`config.mk`:
```
export PLATFORM = sky130hd
export DESIGN_NAME = fft_frame_sequencer
export DESIGN_NICKNAME = d
export VERILOG_FILES = /design/src/rtl/fft_frame_sequencer.sv
export SDC_FILE = /design/constraint.sdc
export NUM_CORES = 1
export LEC_CHECK = 0
export BUFFER_PORTS_ARGS = -buffer_cell sky130_fd_sc_hd__buf_2
export CAP_MARGIN = 30
export CORE_MARGIN = 5
export CORE_UTILIZATION = 45
export CTS_CLUSTER_SIZE = 8
export DETAILED_ROUTE_END_ITERATION = 6
export PLACE_DENSITY_LB_ADDON = 0.1
export SYNTH_ARGS = -nofsm -noshare
export SYNTH_HDL_FRONTEND = slang
export SYNTH_SLANG_ARGS = --single-unit
export TNS_END_PERCENT = 100
```
`constraint.sdc`:
```
create_clock -name clk -period 6.2 [get_ports clk]
set_clock_uncertainty 0.2 [all_clocks]
set_input_delay 0.62 -clock clk [delete_from_list [all_inputs] [get_ports clk]]
set_output_delay 0.62 -clock clk [all_outputs]
set_load 0.1 [all_outputs]
```
`src/rtl/fft_frame_sequencer.sv`:
```
// rtl/fft_frame_sequencer.sv - frame admission and retirement control for the R22SDF FFT and its bit-reversal stage
// Optional macro FRAME_CNT_EN enables the completed-output-frame counter on o_frame_cnt.
module fft_frame_sequencer #(
  parameter int DWIDTH     = 32,
  parameter int MAX_FRAMES = 2
) (
  input  logic              clk,
  input  logic              reset,
  input  logic [10:0]       cfg_point,
  input  logic              cfg_valid,
  output logic              cfg_ready,
  output logic              o_cfg_err,
  input  logic [DWIDTH-1:0] s_data,
  input  logic              s_valid,
  output logic              s_ready,
  output logic [10:0]       o_point,
  output logic [DWIDTH-1:0] o_data,
  output logic              o_valid,
  input  logic              br_valid,
  output logic              o_sof,
  output logic              o_eof,
  output logic              o_busy,
  output logic              o_ovf_err,
  output logic [15:0]       o_frame_cnt
);

  typedef enum logic [1:0] {S_IDLE, S_READY, S_STREAM} state_e;

  state_e            state_q, state_d;
  logic [10:0]       point_q, point_d;
  logic [10:0]       in_cnt_q, in_cnt_d;
  logic [10:0]       out_cnt_q, out_cnt_d;
  logic [1:0]        inflight_q, inflight_d;
  logic [DWIDTH-1:0] data_q, data_d;
  logic              valid_q, valid_d;
  logic              cfg_err_q, cfg_err_d;
  logic              ovf_q, ovf_d;

  logic        cfg_xfer, cfg_legal, frame_open, s_accept;
  logic        in_last, br_ok, out_last;
  logic [10:0] point_m1;

  // Legal sizes are single-bit values above 1; 11 bits cap the range at 1024.
  assign cfg_legal  = (cfg_point != 11'd0) && !cfg_point[0] &&
                      ((cfg_point & (cfg_point - 11'd1)) == 11'd0);
  assign cfg_xfer   = cfg_valid & cfg_ready;
  assign frame_open = (state_q == S_STREAM);
  assign s_accept   = s_valid & s_ready;
  assign point_m1   = point_q - 11'd1;
  assign in_last    = s_accept && (in_cnt_q == point_m1);
  assign br_ok      = br_valid && (inflight_q != 2'd0);
  assign out_last   = br_ok && (out_cnt_q == point_m1);

  always_ff @(posedge clk) begin
    if (reset) begin
      state_q <= S_IDLE;
    end else begin
      state_q <= state_d;
    end
  end

  always_comb begin
    state_d = state_q;
    case (state_q)
      S_IDLE:   if (cfg_xfer && cfg_legal) state_d = S_READY;
      S_READY:  if (s_accept) state_d = S_STREAM;
      S_STREAM: if (in_last) state_d = S_READY;
      default:  state_d = S_IDLE;
    endcase
  end

  always_comb begin
    cfg_ready = (state_q == S_IDLE) || ((state_q == S_READY) && (inflight_q == 2'd0));
    s_ready   = ((state_q == S_READY) || (state_q == S_STREAM)) && !(cfg_valid && cfg_ready) &&
                (({1'b0, inflight_q} + {2'b00, frame_open}) < 3'(MAX_FRAMES));
    o_sof     = br_ok && (out_cnt_q == 11'd0);
    o_eof     = out_last;
    o_busy    = frame_open || (inflight_q != 2'd0);
  end

  always_comb begin
    point_d    = (cfg_xfer && cfg_legal) ? cfg_point : point_q;
    cfg_err_d  = cfg_xfer && !cfg_legal;
    data_d     = s_accept ? s_data : data_q;
    valid_d    = s_accept;
    in_cnt_d   = in_last ? 11'd0 : (s_accept ? in_cnt_q + 11'd1 : in_cnt_q);
    out_cnt_d  = out_last ? 11'd0 : (br_ok ? out_cnt_q + 11'd1 : out_cnt_q);
    ovf_d      = ovf_q || (br_valid && (inflight_q == 2'd0));
    inflight_d = inflight_q;
    // A frame entering and one retiring in the same cycle cancel out.
    if (in_last && !out_last) begin
      inflight_d = inflight_q + 2'd1;
    end else if (out_last && !in_last) begin
      inflight_d = inflight_q - 2'd1;
    end
  end

  always_ff @(posedge clk) begin
    if (reset) begin
      point_q    <= 11'd0;
      in_cnt_q   <= 11'd0;
      out_cnt_q  <= 11'd0;
      inflight_q <= 2'd0;
      data_q     <= '0;
      valid_q    <= 1'b0;
      cfg_err_q  <= 1'b0;
      ovf_q      <= 1'b0;
    end else begin
      point_q    <= point_d;
      in_cnt_q   <= in_cnt_d;
      out_cnt_q  <= out_cnt_d;
      inflight_q <= inflight_d;
      data_q     <= data_d;
      valid_q    <= valid_d;
      cfg_err_q  <= cfg_err_d;
      ovf_q      <= ovf_d;
    end
  end

`ifdef FRAME_CNT_EN
  logic [15:0] frame_cnt_q, frame_cnt_d;

  assign frame_cnt_d = out_last ? frame_cnt_q + 16'd1 : frame_cnt_q;

  always_ff @(posedge clk) begin
    if (reset) begin
      frame_cnt_q <= 16'd0;
    end else begin
      frame_cnt_q <= frame_cnt_d;
    end
  end

  assign o_frame_cnt = frame_cnt_q;
`else
  assign o_frame_cnt = 16'h0000;
`endif

  assign o_point   = point_q;
  assign o_data    = data_q;
  assign o_valid   = valid_q;
  assign o_cfg_err = cfg_err_q;
  assign o_ovf_err = ovf_q;

endmodule

```
==> Word level (Yosys, flattened, before mapping) <==
Index checks and enable logic that the tools add are counted.
{ "word_totals": {"regBits": 72, "input_bits": 48, "output_inout_bits": 67, "word_cells": 67} }
{ "op_classes": {"eq_ne": 7, "n_addsub": 7, "muxes": 6, "reduce_logical": 34, "n_bitwise": 3, "order_cmp": 1} }
{ "op_table": {"columns": ["cell", "count"], "rows": [
  ["11-bit by 1-bit adder with 11-bit output (second input constant)", 2],
  ["11-bit equality test", 2],
  ["11-bit zero test", 2],
  ["11-bit by 1-bit subtractor with 11-bit output (second input constant)", 2],
  ["1-bit logical AND", 15],
  ["11-bit bitwise AND", 1],
  ["11-bit nonzero test", 1],
  ["2-bit two-way mux", 5],
  ["2-bit case mux with 3 select lines", 1],
  ["1-bit zero test", 5],
  ["2-bit zero test", 2],
  ["1-bit logical OR", 4],
  ["2-bit inequality test (second input constant)", 2],
  ["2-bit nonzero test", 2],
  ["2-bit OR reduction", 2],
  ["2-bit by 1-bit adder with 3-bit output", 1],
  ["3-bit by 2-bit less-than comparator with 1-bit output (second input constant)", 1],
  ["3-bit AND reduction", 1],
  ["2-bit by 1-bit adder with 2-bit output (second input constant)", 1],
  ["1-bit bitwise AND", 2],
  ["2-bit by 1-bit equality test with 1-bit output (second input constant)", 1],
  ["2-bit equality test (second input constant)", 1],
  ["2-bit by 1-bit inequality test with 1-bit output (second input constant)", 1],
  ["2-bit by 1-bit subtractor with 2-bit output (second input constant)", 1]
]} }

==> Depth between registers and ports, before layout <==
Gate-level depths: netlist of run 1.
{ "logic_depth": {"ltp_word": 13, "depth_mapped": 12} }

==> Worst setup path after synthesis of run 1 <==
OpenSTA, ideal clock, no wires.
{ "synth_timing": {"path_kind": "flip-flop to flip-flop", "from": "reg point_q[0], in the netlist o_point[0]", "to": "reg inflight_q[1]", "n_path_buf": 0, "t_arrival_ns": 5.145, "stages_incl_launch_ff": 12, "setup_ns": 0.070, "setup_slack_ns": 0.785, "required_time_ns": 5.930, "path_cell_list": "dfxtp_1 > inv_1 > ha_1 > xnor2_1 > nor3_1 > o21ai_0 > or4b_1 > nor4_2 > inv_1 > ha_1 > or3_1 > a21oi_1"} }
{ "synth_via": {"elab_chain_cells": 6, "word_cells_on_any_way": 11, "cone_classes": "add/sub: 1; eq/ne: 2; mux: 1; reduce/logical: 7"} }
{ "synth_rtl": {"columns": ["item", "line", "text"], "rows": [
  ["start, declared", "30", "logic [10:0] point_q, point_d;"],
  ["start signal, assigned", "109", "point_q <= point_d;"],
  ["11-bit by 1-bit subtractor with 11-bit output *", "49", "assign point_m1 = point_q - 11'd1;"],
  ["11-bit equality test *", "52", "assign out_last = br_ok && (out_cnt_q == point_m1);"],
  ["1-bit logical AND *", "52", null],
  ["via o_eof", "21", "output logic o_eof,"],
  ["1-bit zero test", "91", "if (in_last && !out_last) begin"],
  ["1-bit logical AND", "91", null],
  ["2-bit two-way mux / 2-bit nonzero test (equally long branches)", null, null],
  ["end signal, assigned", "112", "inflight_q <= inflight_d;"],
  ["end, declared", "33", "logic [1:0] inflight_q, inflight_d;"]
]} }
Mark *: on every way through the listed nets, which the timed path passes. The rest lies on a longest branch.
A chain may end at the register's enable or synchronous reset.

==> Final worst setup path of run 1 <==
{ "layout_timing": {"from": "reg point_q[0], in the netlist o_point[0]", "to": "out o_eof"} }
{ "layout_via": {"elab_chain_cells": 3} }
{ "layout_rtl": {"columns": ["item", "line"], "rows": [
  ["11-bit by 1-bit subtractor with 11-bit output", "49"],
  ["11-bit equality test", "52"],
  ["1-bit logical AND", "52"],
  ["end, declared", "21"]
]} }
Every way passes these cells.

==> flow_summary_export.csv, run 1 <==
group,metric,value,unit
timing,maxSlewHeadroom,35.3,%
synthesis,synth_edf_count,0,
grt,grt_pass1_wl,15.5,mm
run,drv_cap,0,
timing,drv_slew,0,
cts,cts_buffer_depth,2,
synthesis,syn_inst,455,
timing,fmax,259,MHz
timing,fin_crit,3.86,ns
pwr,power.total,1.03,mW
final_layout,layout-drive-gt1-share,23.8,%
critical_path,end_kind,"output pin",
die,fp.coreArea,8180,um2
final_layout,n_fill_cell,804,
status,status,"finished, final reports clean",
critical_path,timing.rr.start,"o_point[0]",
critical_path,rr_endpoint,"inflight_q[1]",
detailed_routing,drtIter0Drc,93,
critical_path,arrival,3.04,ns
detailed_routing,wire_per_inst,14.4,um
timing,setup_tns,0,ns
cts,clk_pin_slew,0.08,ns
die,core.rowCount,33,
synthesis,ys_ff_latch,72,
place,dp_hpwl,6.99,mm
timing,final-hold-violation-count,0,
detailed_routing,drcViolationCount,0,
synthesis,ys_seq_area_share,38.5,%
critical_path,critPathMaxFanout,6,
cts,clock_sinks,72,
hold_path,hold_start,"o_data[3]",
grt,grt_pass1_vias,3228,
hold_path,holdPathStages,2,
final_layout,antenna_cells,0,
cts,postCtsSetupBuffers,0,
detailed_routing,postRouteAntennaNets,0,
place,gp_congestion,0.843,
critical_path,rrSetupSlack,2.80,ns
critical_path,crit_type,"reg2out",
place,port_buffers,98,
hold_path,hold_class,"reg2reg",
cts,cts_tree,"yes",
grt,grt_start_max_net_pins,55,
cts,cts_resized,0,
detailed_routing,vias,3311,
hold_path,holdPathEnd,"o_data[3]",
critical_path,critPathRequiredTime,5.38,ns
critical_path,start_kind,"flip-flop",
die,ios,115,
die,die_h,101,um
final_layout,multi_input_area,2090,um2
synthesis,yosysWarnings,0,
critical_path,crit_chain,"inv_1 -> ha_1 -> nor2b_1 -> nand4_1 -> xnor2_1 -> or4b_1 -> nor4_2 -> buf_2",
final_layout,final_core_util,54.2,%
detailed_routing,wl,9.42,mm
cts,clkLatencyLatePin,0.35,ns
detailed_routing,vias_per_cell,5.08,
pwr,powerDensity,233,nW/um2
timing,tightest_slew,0.970,ns
die,start_util,45.8,%
synthesis,avgSynthCellArea,8.24,um2
cts,cts_max_level,3,
detailed_routing,drt_first_pass_iters,4,
pwr,leakage,1.90,nW
synthesis,synthArstFlopShare,0,%
timing,rsz0062_at_grt,"false",
grt,grt_remaining_overflow,0,
synthesis,ys_types,52,
synthesis,ys.flop_type,"dfxtp_1",
final_layout,syn2layout_area_growth,18.3,%
grt,track_usage,18.8,%
timing,finalSetupViolCount,0,
final_layout,regArea,1440,um2
die,fp.dieArea,10300,um2
grt,antenna_found_initial,0,
timing,fin_crit_sh,62.2,%
critical_path,cp_slowest_cell,"buf_2",
critical_path,critPathMaxStageDelay,0.51,ns
cts,ctsHoldBuffers,0,
final_layout,nNetsFinal,599,
pwr,ir_drop,153,uV
synthesis,syn-cell-area,3750,um2
cts,cts_buffers,9,
critical_path,reg2reg_depth,11,
cts,root_buffer,"clkbuf_8",
die,die_x,101,um
cells by family after synthesis:
family,share of synthesized area (%)
and+or+nand+nor,25.3
DFF,38.5
AOI/OAI and AO/OA,11.1
buffers and inverters,7.31
xor gates and xnor gates,11.3
muxes,3.47
adders and majority gates,3.01
other,0.100
cell usage in the layout (no fill, tap or decap), types with 5 or more instances in the layout:
| cell | n |
|---|---|
| o21ai_0 | 8 |
| xor2_1 | 24 |
| buf_2 | 98 |
| clkbuf_8 | 10 |
| ha_1 | 9 |
| inv_1 | 9 |
| conb_1 | 16 |
| nand2b_1 | 5 |
| nand2_1 | 84 |
| and3_1 | 6 |
| mux2i_1 | 13 |
| nor3_1 | 9 |
| nor2_1 | 45 |
| a211oi_1 | 5 |
| nand3_1 | 7 |
| nand4_1 | 6 |
| xnor2_1 | 19 |
| a21oi_1 | 42 |
| dfxtp_1 | 72 |
cell usage after synthesis, types with 2 or more instances:
cell | number | share of area (%)
buf_4 | 18 | 3.6
mux2i_1 | 13 | 3.5
xnor3_1 | 2 | 1.2
and4_1 | 3 | 0.70
a21o_1 | 2 | 0.40
or4_4 | 2 | 0.60
nor4_2 | 2 | 0.67
o211ai_1 | 2 | 0.40
or3_1 | 2 | 0.33
a211oi_1 | 5 | 1.0
nor3b_1 | 3 | 0.60
buf_2 | 2 | 0.27
o21ai_0 | 8 | 1.1
xnor2_1 | 19 | 4.4
nand2_1 | 84 | 8.4
nor3_1 | 9 | 1.2
inv_1 | 9 | 0.90
nand4_1 | 6 | 1.0
nand3_1 | 7 | 0.93
and3_1 | 6 | 1.0
nor3_2 | 3 | 0.80
or4_1 | 2 | 0.40
a21oi_1 | 42 | 5.6
nor2_1 | 45 | 4.5
nor4_1 | 3 | 0.50
xor2_1 | 24 | 5.6
clkbuf_1 | 17 | 1.7
nor2b_1 | 4 | 0.67
or2_2 | 3 | 0.50
or2_1 | 2 | 0.33
dfxtp_1 | 72 | 38
o21ai_1 | 2 | 0.27
nand2b_1 | 5 | 0.83
ha_1 | 9 | 3.0
per-layer routing:
metal	wire, um	part of all wire [%]	track usage (%)	vias to the layer above
met2	4290	46	29.6	107
met4	110	1.2	4.60	0
met5	0	0	0	-
met1	4180	44	24.0	1525
met3	835	8.9	7.71	10
li1	-	-	-	1669
worst max-delay path: cells and delay by family, from the launching register on:
kind	cells	cell delay [ns]
xor+xnor	1	0.17
fa+ha+maj	1	0.20
flops	1	0.38
simple gates	4	1.35
buf+inv	2	0.61
sequential cells by signal, indices dropped and copies added (netlist names):
| signal | flops |
|---|---|
| in_cnt_q | 11 |
| inflight_q | 2 |
| o_cfg_err | 1 |
| o_data | 32 |
| o_ovf_err | 1 |
| o_point | 11 |
| o_valid | 1 |
| out_cnt_q | 11 |
| state_q | 2 |
power by group:
group	internal [mW]	leakage, nW	switching (mW)
clock	0.203	0.105	0.195
sequential	0.469	0.580	0.00400
combinational	0.0314	1.22	0.131
total	0.703	1.90	0.329
worst max-delay path by stage:
stage	start	to	slack [ns]	cells after the start
finish	o_point[0]	o_eof	2.34	8
global route	o_point[0]	o_eof	2.11	8
CTS	o_point[0]	o_eof	2.33	8
detailed placement	br_valid	o_eof	2.68	7
global placement	br_valid	o_eof	2.75	7
floorplan	o_point[0]	inflight_q[1]	0.78	11
through the flow:
step	hold WS [ns]	instances	setup slack, ns	instance area (um2)
3_3_place_gp	0.238	635	2.75	4190
3_5_place_dp	0.246	636	2.68	4220
4_1_cts	0.258	652	2.33	4430
6_report	0.256	652	2.34	4430
2_1_floorplan	0.270	470	0.785	3800
5_1_grt	0.271	652	2.11	4430
area by class of cell:
cell class	instances	area share (%)
multi-input combinational	350	47.1
tap	105	2.96
inverter	9	0.762
clock inverter	6	1.69
timing repair buffer	100	11.9
sequential	72	32.5
clock buffer	10	3.10
Power figures use the tool's default switching activity.
==> run 2: changes to the inputs <==
--- a/config.mk
+++ b/config.mk
@@ -5,6 +5,7 @@
 export SDC_FILE = /design/constraint.sdc
 export NUM_CORES = 1
 export LEC_CHECK = 0
+export ABC_AREA = 1
 export BUFFER_PORTS_ARGS = -buffer_cell sky130_fd_sc_hd__buf_2
 export CAP_MARGIN = 30
 export CORE_MARGIN = 5
==> constraint.sdc (replaced) <==
create_clock -name clk -period 3.85 [get_ports clk]
set_clock_uncertainty 0.2 [all_clocks]
set_input_delay 0.385 -clock clk [delete_from_list [all_inputs] [get_ports clk]]
set_output_delay 0.385 -clock clk [all_outputs]
set_load 0.1 [all_outputs]
==> run 2 against run 1 <==
Net effect: count of clock-buffer cells in the layout is the same; total power grew to 2.7 times the previous value; synthesized cell count is 28% higher; die area increased by 4.0%; non-clock buffer count grew 2; sequential power increased by 88%; register-to-register slack got worse by 1.9 ns; largest cell class unchanged; largest power group is now combinational logic.
==> flow_summary_export.csv, run 2 <==
group,metric,value,unit
status,status,"finished, final reports clean",
grt,grt_pass1_vias,3642,
timing,fin_crit,3.27,ns
cts,cts_resized,0,
die,fp.coreArea,8590,um2
die,die_h,103,um
pwr,powerDensity,597,nW/um2
detailed_routing,vias_per_cell,4.94,
cts,ctsHoldBuffers,0,
timing,fin_crit_sh,84.8,%
die,die_x,103,um
synthesis,ys.flop_type,"dfxtp_1",
critical_path,end_kind,"output pin",
place,dp_hpwl,8.03,mm
pwr,ir_drop,439,uV
cts,root_buffer,"clkbuf_8",
grt,met1_usage,25.2,%
cts,clk_pin_slew,0.08,ns
grt,grt_pass1_wl,17.1,mm
final_layout,final_cell_mix,"nor2_1 (122), nand2_1 (103), buf_2 (98)",
synthesis,ys_seq_area_share,36.8,%
die,core.rowCount,34,
synthesis,yosysWarnings,0,
detailed_routing,drt_first_pass_iters,4,
timing,setup_tns,0,ns
grt,grt_remaining_overflow,0,
pwr,leakage,2.28,nW
detailed_routing,wl,10.4,mm
die,ios,115,
final_layout,largest_reg_flops,32,
detailed_routing,wire_per_inst,13.2,um
final_layout,layout-drive-gt1-share,20.4,%
timing,maxSlewHeadroom,48.8,%
cts,clkLatencyLatePin,0.34,ns
synthesis,synthArstFlopShare,0,%
synthesis,synth_commonest_cells,"nor2_1 (122), nand2_1 (103), dfxtp_1 (72)",
run,drv_cap,0,
synthesis,avgSynthCellArea,6.74,um2
grt,met3_usage,6.77,%
cts,cts_buffer_depth,2,
detailed_routing,drtIter0Drc,207,
final_layout,syn2layout_area_growth,18.1,%
grt,grtUsageMet2,33.3,%
synthesis,yosysMostFrequentCell,"nor2_1",
synthesis,synth_area_leader_cell,"dfxtp_1",
grt,antenna_found_initial,0,
critical_path,arrival,2.68,ns
cts,clock_sinks,72,
place,gp_congestion,0.998,
final_layout,final_core_util,53.8,%
final_layout,antenna_cells,0,
hold_path,hold_class,"in2reg",
grt,track_usage,20.2,%
place,port_buffers,98,
synthesis,ys_types,32,
grt,busiest_layer,"met2",
timing,drv_slew,0,
synthesis,syn_inst,581,
cts,cts_buffers,9,
cts,postCtsSetupBuffers,0,
cts,cts_tree,"yes",
synthesis,syn-cell-area,3920,um2
critical_path,crit_type,"reg2out",
die,fp.dieArea,10700,um2
synthesis,synth_area_leaders,"dfxtp_1 (37%), nor2_1 (12%), nand2_1 (9.9%), o21ai_0 (6.5%), inv_1 (5.3%)",
die,start_util,45.6,%
critical_path,critPathRequiredTime,3.26,ns
timing,final-hold-violation-count,0,
critical_path,start_kind,"flip-flop",
timing,finalSetupViolCount,0,
synthesis,synth.top_cell.area_share,36.8,%
final_layout,nNetsFinal,733,
synthesis,synth_edf_count,0,
detailed_routing,postRouteAntennaNets,0,
cts,cts_max_level,3,
grt,grt_start_max_net_pins,40,
synthesis,ys_ff_latch,72,
timing,fmax,306,MHz
timing,rsz0062_at_grt,"false",
critical_path,critPathMaxFanout,5,
detailed_routing,vias,3896,
detailed_routing,drcViolationCount,0,
timing,hold_slack,0.0570,ns
timing,tightest_slew,0.768,ns
final_layout,final_common_cell,"nor2_1",
## run 2: layer usage
layer  wire [um]  up-vias
met5           0        -
met3         946       18
li1            -     2004
met1        4530     1735
met2        4830      139
met4         138        0
## run 2: kinds of logic after synthesis
logic type,count (synthesis),share of synthesized area (%)
AO/OA/AOI/OAI,79,10.2
XOR/XNOR,24,5.37
adder cells (fa/ha/maj),9,2.88
buffers and inverters,89,10.6
flip-flops,72,36.8
other,1,0.0958
AND/OR/NAND/NOR,307,34.0
## run 2: area by class of cell
cell class / count / area (um2)
fillers: 893 / 3970
multi-input cells: 435 / 2120
flip-flops and latches: 72 / 1440
repair buffers: 102 / 520
inverters: 56 / 210
well taps: 108 / 135
clock buffers: 10 / 128
clock inverters: 6 / 67.6
## run 2: where the power goes
| part | internal, mW | switching, mW | total [mW] |
|---|---|---|---|
| Combinational | 0.194 | 1.08 | 1.28 |
| Clock | 0.302 | 0.294 | 0.596 |
| Sequential | 0.841 | 0.0476 | 0.889 |
| Total | 1.34 | 1.42 | 2.76 |
## run 2: worst max-delay path: stages (launching register included)
cell and delay [ns]:
dfxtp_1 0.43, inv_2 0.08, ha_1 0.25, inv_1 0.11
nor2_1 0.08, nand2_1 0.09, and2_1 0.17, o21ai_0 0.08
a21oi_1 0.16, nand2_1 0.07, nor3_1 0.18, nand3_1 0.14
inv_1 0.08, buf_2 0.42
## run 2: metrics by stage
step                      total power, mW  std cells  area [um2]  worst slack, ns
after global placement               2.17        773        4430            0.984
after floorplan                      2.00        596        3980            0.318
final                                2.76        789        4620            0.585
after CTS                            2.79        789        4620            0.544
after global routing                 2.90        789        4620            0.347
after detailed placement             2.19        773        4430            0.907
## run 2: worst paths after layout
| kind | slack, ns | cells after the start | start | endpoint |
|---|---|---|---|---|
| setup reg to reg | 0.91 | 16 | o_point[0] | inflight_q[1] |
| hold / removal | 0.06 | 3 | s_data[2] | o_data[2] |
| setup / recovery | 0.58 | 13 | o_point[0] | o_eof |
| hold reg to reg | 0.27 | 2 | o_ovf_err | o_ovf_err |
==> run 3: changes to the inputs <==
--- a/config.mk
+++ b/config.mk
@@ -5,7 +5,7 @@
 export SDC_FILE = /design/constraint.sdc
 export NUM_CORES = 1
 export LEC_CHECK = 0
-export ABC_AREA = 1
+export ABC_AREA = 0
 export BUFFER_PORTS_ARGS = -buffer_cell sky130_fd_sc_hd__buf_2
 export CAP_MARGIN = 30
 export CORE_MARGIN = 5
==> constraint.sdc (replaced) <==
create_clock -name clk -period 3.1 [get_ports clk]
set_clock_uncertainty 0.2 [all_clocks]
set_input_delay 0.31 -clock clk [delete_from_list [all_inputs] [get_ports clk]]
set_output_delay 0.31 -clock clk [all_outputs]
set_load 0.1 [all_outputs]
==> run 3 against run 2 <==
Net effect: flip-flop and latch count did not move; sequential share of layout area fell by 1.9 points; critical path depth fell by 4; largest cell class unchanged; design area rose by 9.1%; hold slack got worse by 0.0041 ns; global-route usage rose by 0.35 points; cell count fell by 11%; routed wire length fell by 0.94%.
==> flow_summary_export.csv, run 3 (synthesis results as in run 1) <==
group,metric,value,unit
status,status,"finished, final reports clean",
critical_path,end_kind,"output pin",
die,die_x,101,um
detailed_routing,vias,3589,
cts,cts_max_level,3,
detailed_routing,drcViolationCount,0,
timing,tightest_slew,0.523,ns
detailed_routing,wl_met1,4.40,mm
critical_path,cp_slowest_cell,"or4b_4",
timing,maxSlewHeadroom,65.1,%
pwr,ir_drop,259,uV
detailed_routing,drt_first_pass_iters,4,
grt,grt_pass1_vias,3499,
critical_path,crit_chain,"inv_4 -> ha_4 -> xnor2_2 -> nor3_2 -> o21ai_1 -> or4b_4 -> nor4_4 -> buf_4 -> buf_12",
final_layout,n_fill_cell,704,
hold_path,hold_class,"in2reg",
detailed_routing,wire_per_inst,14.7,um
final_layout,final_cell_mix,"buf_2 (97), nand2_1 (84), dfxtp_1 (61)",
detailed_routing,wl,10.3,mm
die,core.rowCount,33,
timing,fmax,327,MHz
final_layout,final_core_util,61.7,%
place,gp_congestion,0.902,
final_layout,nNetsFinal,651,
cts,clkLatencyLatePin,0.35,ns
detailed_routing,wl_met2,4.95,mm
timing,finalSetupViolCount,0,
final_layout,largest_reg_flops,32,
detailed_routing,top_layer,"met4",
cts,clock_sinks,72,
run,drv_cap,0,
final_layout,final_common_cell,"buf_2",
cts,root_buffer,"clkbuf_8",
cts,cts_buffer_depth,2,
timing,fin_crit,3.06,ns
cts,clk_pin_slew,0.08,ns
cts,cts_buffers,9,
die,fp.coreArea,8180,um2
cts,cts_tree,"yes",
final_layout,layout-drive-gt1-share,28.9,%
critical_path,critPathMaxStageDelay,0.50,ns
timing,rsz0062_at_grt,"true",
timing,final-hold-violation-count,0,
place,dp_hpwl,7.37,mm
grt,grt_pass1_wl,16.8,mm
final_layout,antenna_cells,0,
die,ios,115,
detailed_routing,postRouteAntennaNets,0,
detailed_routing,drtIter0Drc,124,
grt,grt_start_max_net_pins,39,
critical_path,crit_type,"reg2out",
die,die_h,101,um
grt,antenna_found_initial,0,
grt,grt_remaining_overflow,0,
final_layout,design_area,5050,um2
final_layout,syn2layout_area_growth,34.7,%
die,fp.dieArea,10300,um2
place,dpl_cell_area,4420,um2
die,start_util,45.8,%
pwr,power.total,2.04,mW
timing,drv_slew,0,
critical_path,arrival,2.55,ns
detailed_routing,vias_per_cell,5.10,
detailed_routing,wl_met3,898,um
critical_path,critPathRequiredTime,2.59,ns
pwr,powerDensity,405,nW/um2
critical_path,critPathMaxFanout,6,
critical_path,start_kind,"flip-flop",
pwr,leakage,2.17,nW
grt,track_usage,20.5,%
timing,fin_crit_sh,98.7,%
place,port_buffers,98,
-- run 3: cell types whose count changed in the layout (fill, tap and decap cells not counted), sizes merged, moves of 6 or more --
cell         change
mux2i           +13
nor2            -91
dlygate4sd3     +33
and3             +6
nor3             +9
buf             +17
inv             -45
xnor2           +18
o21ai           -43
nand3           -33
a21oi           +18
nand2           -23
-- run 3: final timing paths --
check | cells past startpoint | startpoint | slack (ns) | endpoint
worst min register to register | 2 | o_data[21] | 0.25 | o_data[21]
worst min-delay path | 3 | cfg_point[6] | 0.05 | o_point[6]
worst max register to register | 12 | o_point[0] | 0.10 | inflight_q[1]
worst max-delay path | 9 | o_point[0] | 0.04 | o_eof
-- run 3: timing repair --
action | 4_1_cts | 5_1_grt
hold endpoints to repair | 33 | 0
buffers inserted | 2 | 5
hold buffers | 33 | 0
pin swaps | 2 | 7
setup endpoints to repair | 1 | 2
resized for setup | 0 | 8
-- run 3: power by group --
group	leakage, nW	internal, mW	switching, mW	total [mW]
logic	1.49	0.0936	0.270	0.363
clock network	0.0950	0.347	0.395	0.741
registers	0.588	0.931	0.00785	0.938
-- run 3: layout make-up --
cell class	instances	area [um2]	share of cell area, %
clock buffers	10	149	2.95
inverters	9	36.3	0.719
clock inverters	6	47.5	0.942
well taps	105	131	2.60
multi-input cells	350	2200	43.6
repair buffers	152	1010	19.9
flip-flops and latches	72	1480	29.2
-- run 3: metal layers --
layer	vias to the layer above	GRT usage [%]
met2	115	33.5
met3	9	8.06
li1	1778	-
met4	0	5.73
met1	1687	25.2
met5	-	0
-- run 3: through the flow --
| step | setup TNS (ns) | hold slack (ns) | std cells | setup WS [ns] |
|---|---|---|---|---|
| 6_report | 0 | 0.0529 | 704 | 0.0395 |
| 5_1_grt | -0.0989 | 0.0550 | 704 | -0.0771 |
| 4_1_cts | 0 | 0.0318 | 699 | 0.0423 |
| 3_5_place_dp | 0 | 0.243 | 648 | 0.113 |
| 3_3_place_gp | 0 | 0.239 | 648 | 0.151 |
| 2_1_floorplan | -6.67 | 0.246 | 470 | -0.948 |
-- run 3: critical path: cells and delay by family (launching register included) --
family | cells | cell delay [ns]
buf+inv | 3 | 0.39
simple gates | 3 | 0.97
flops | 1 | 0.39
xor+xnor | 1 | 0.13
compound gates | 1 | 0.09
fa+ha+maj | 1 | 0.24
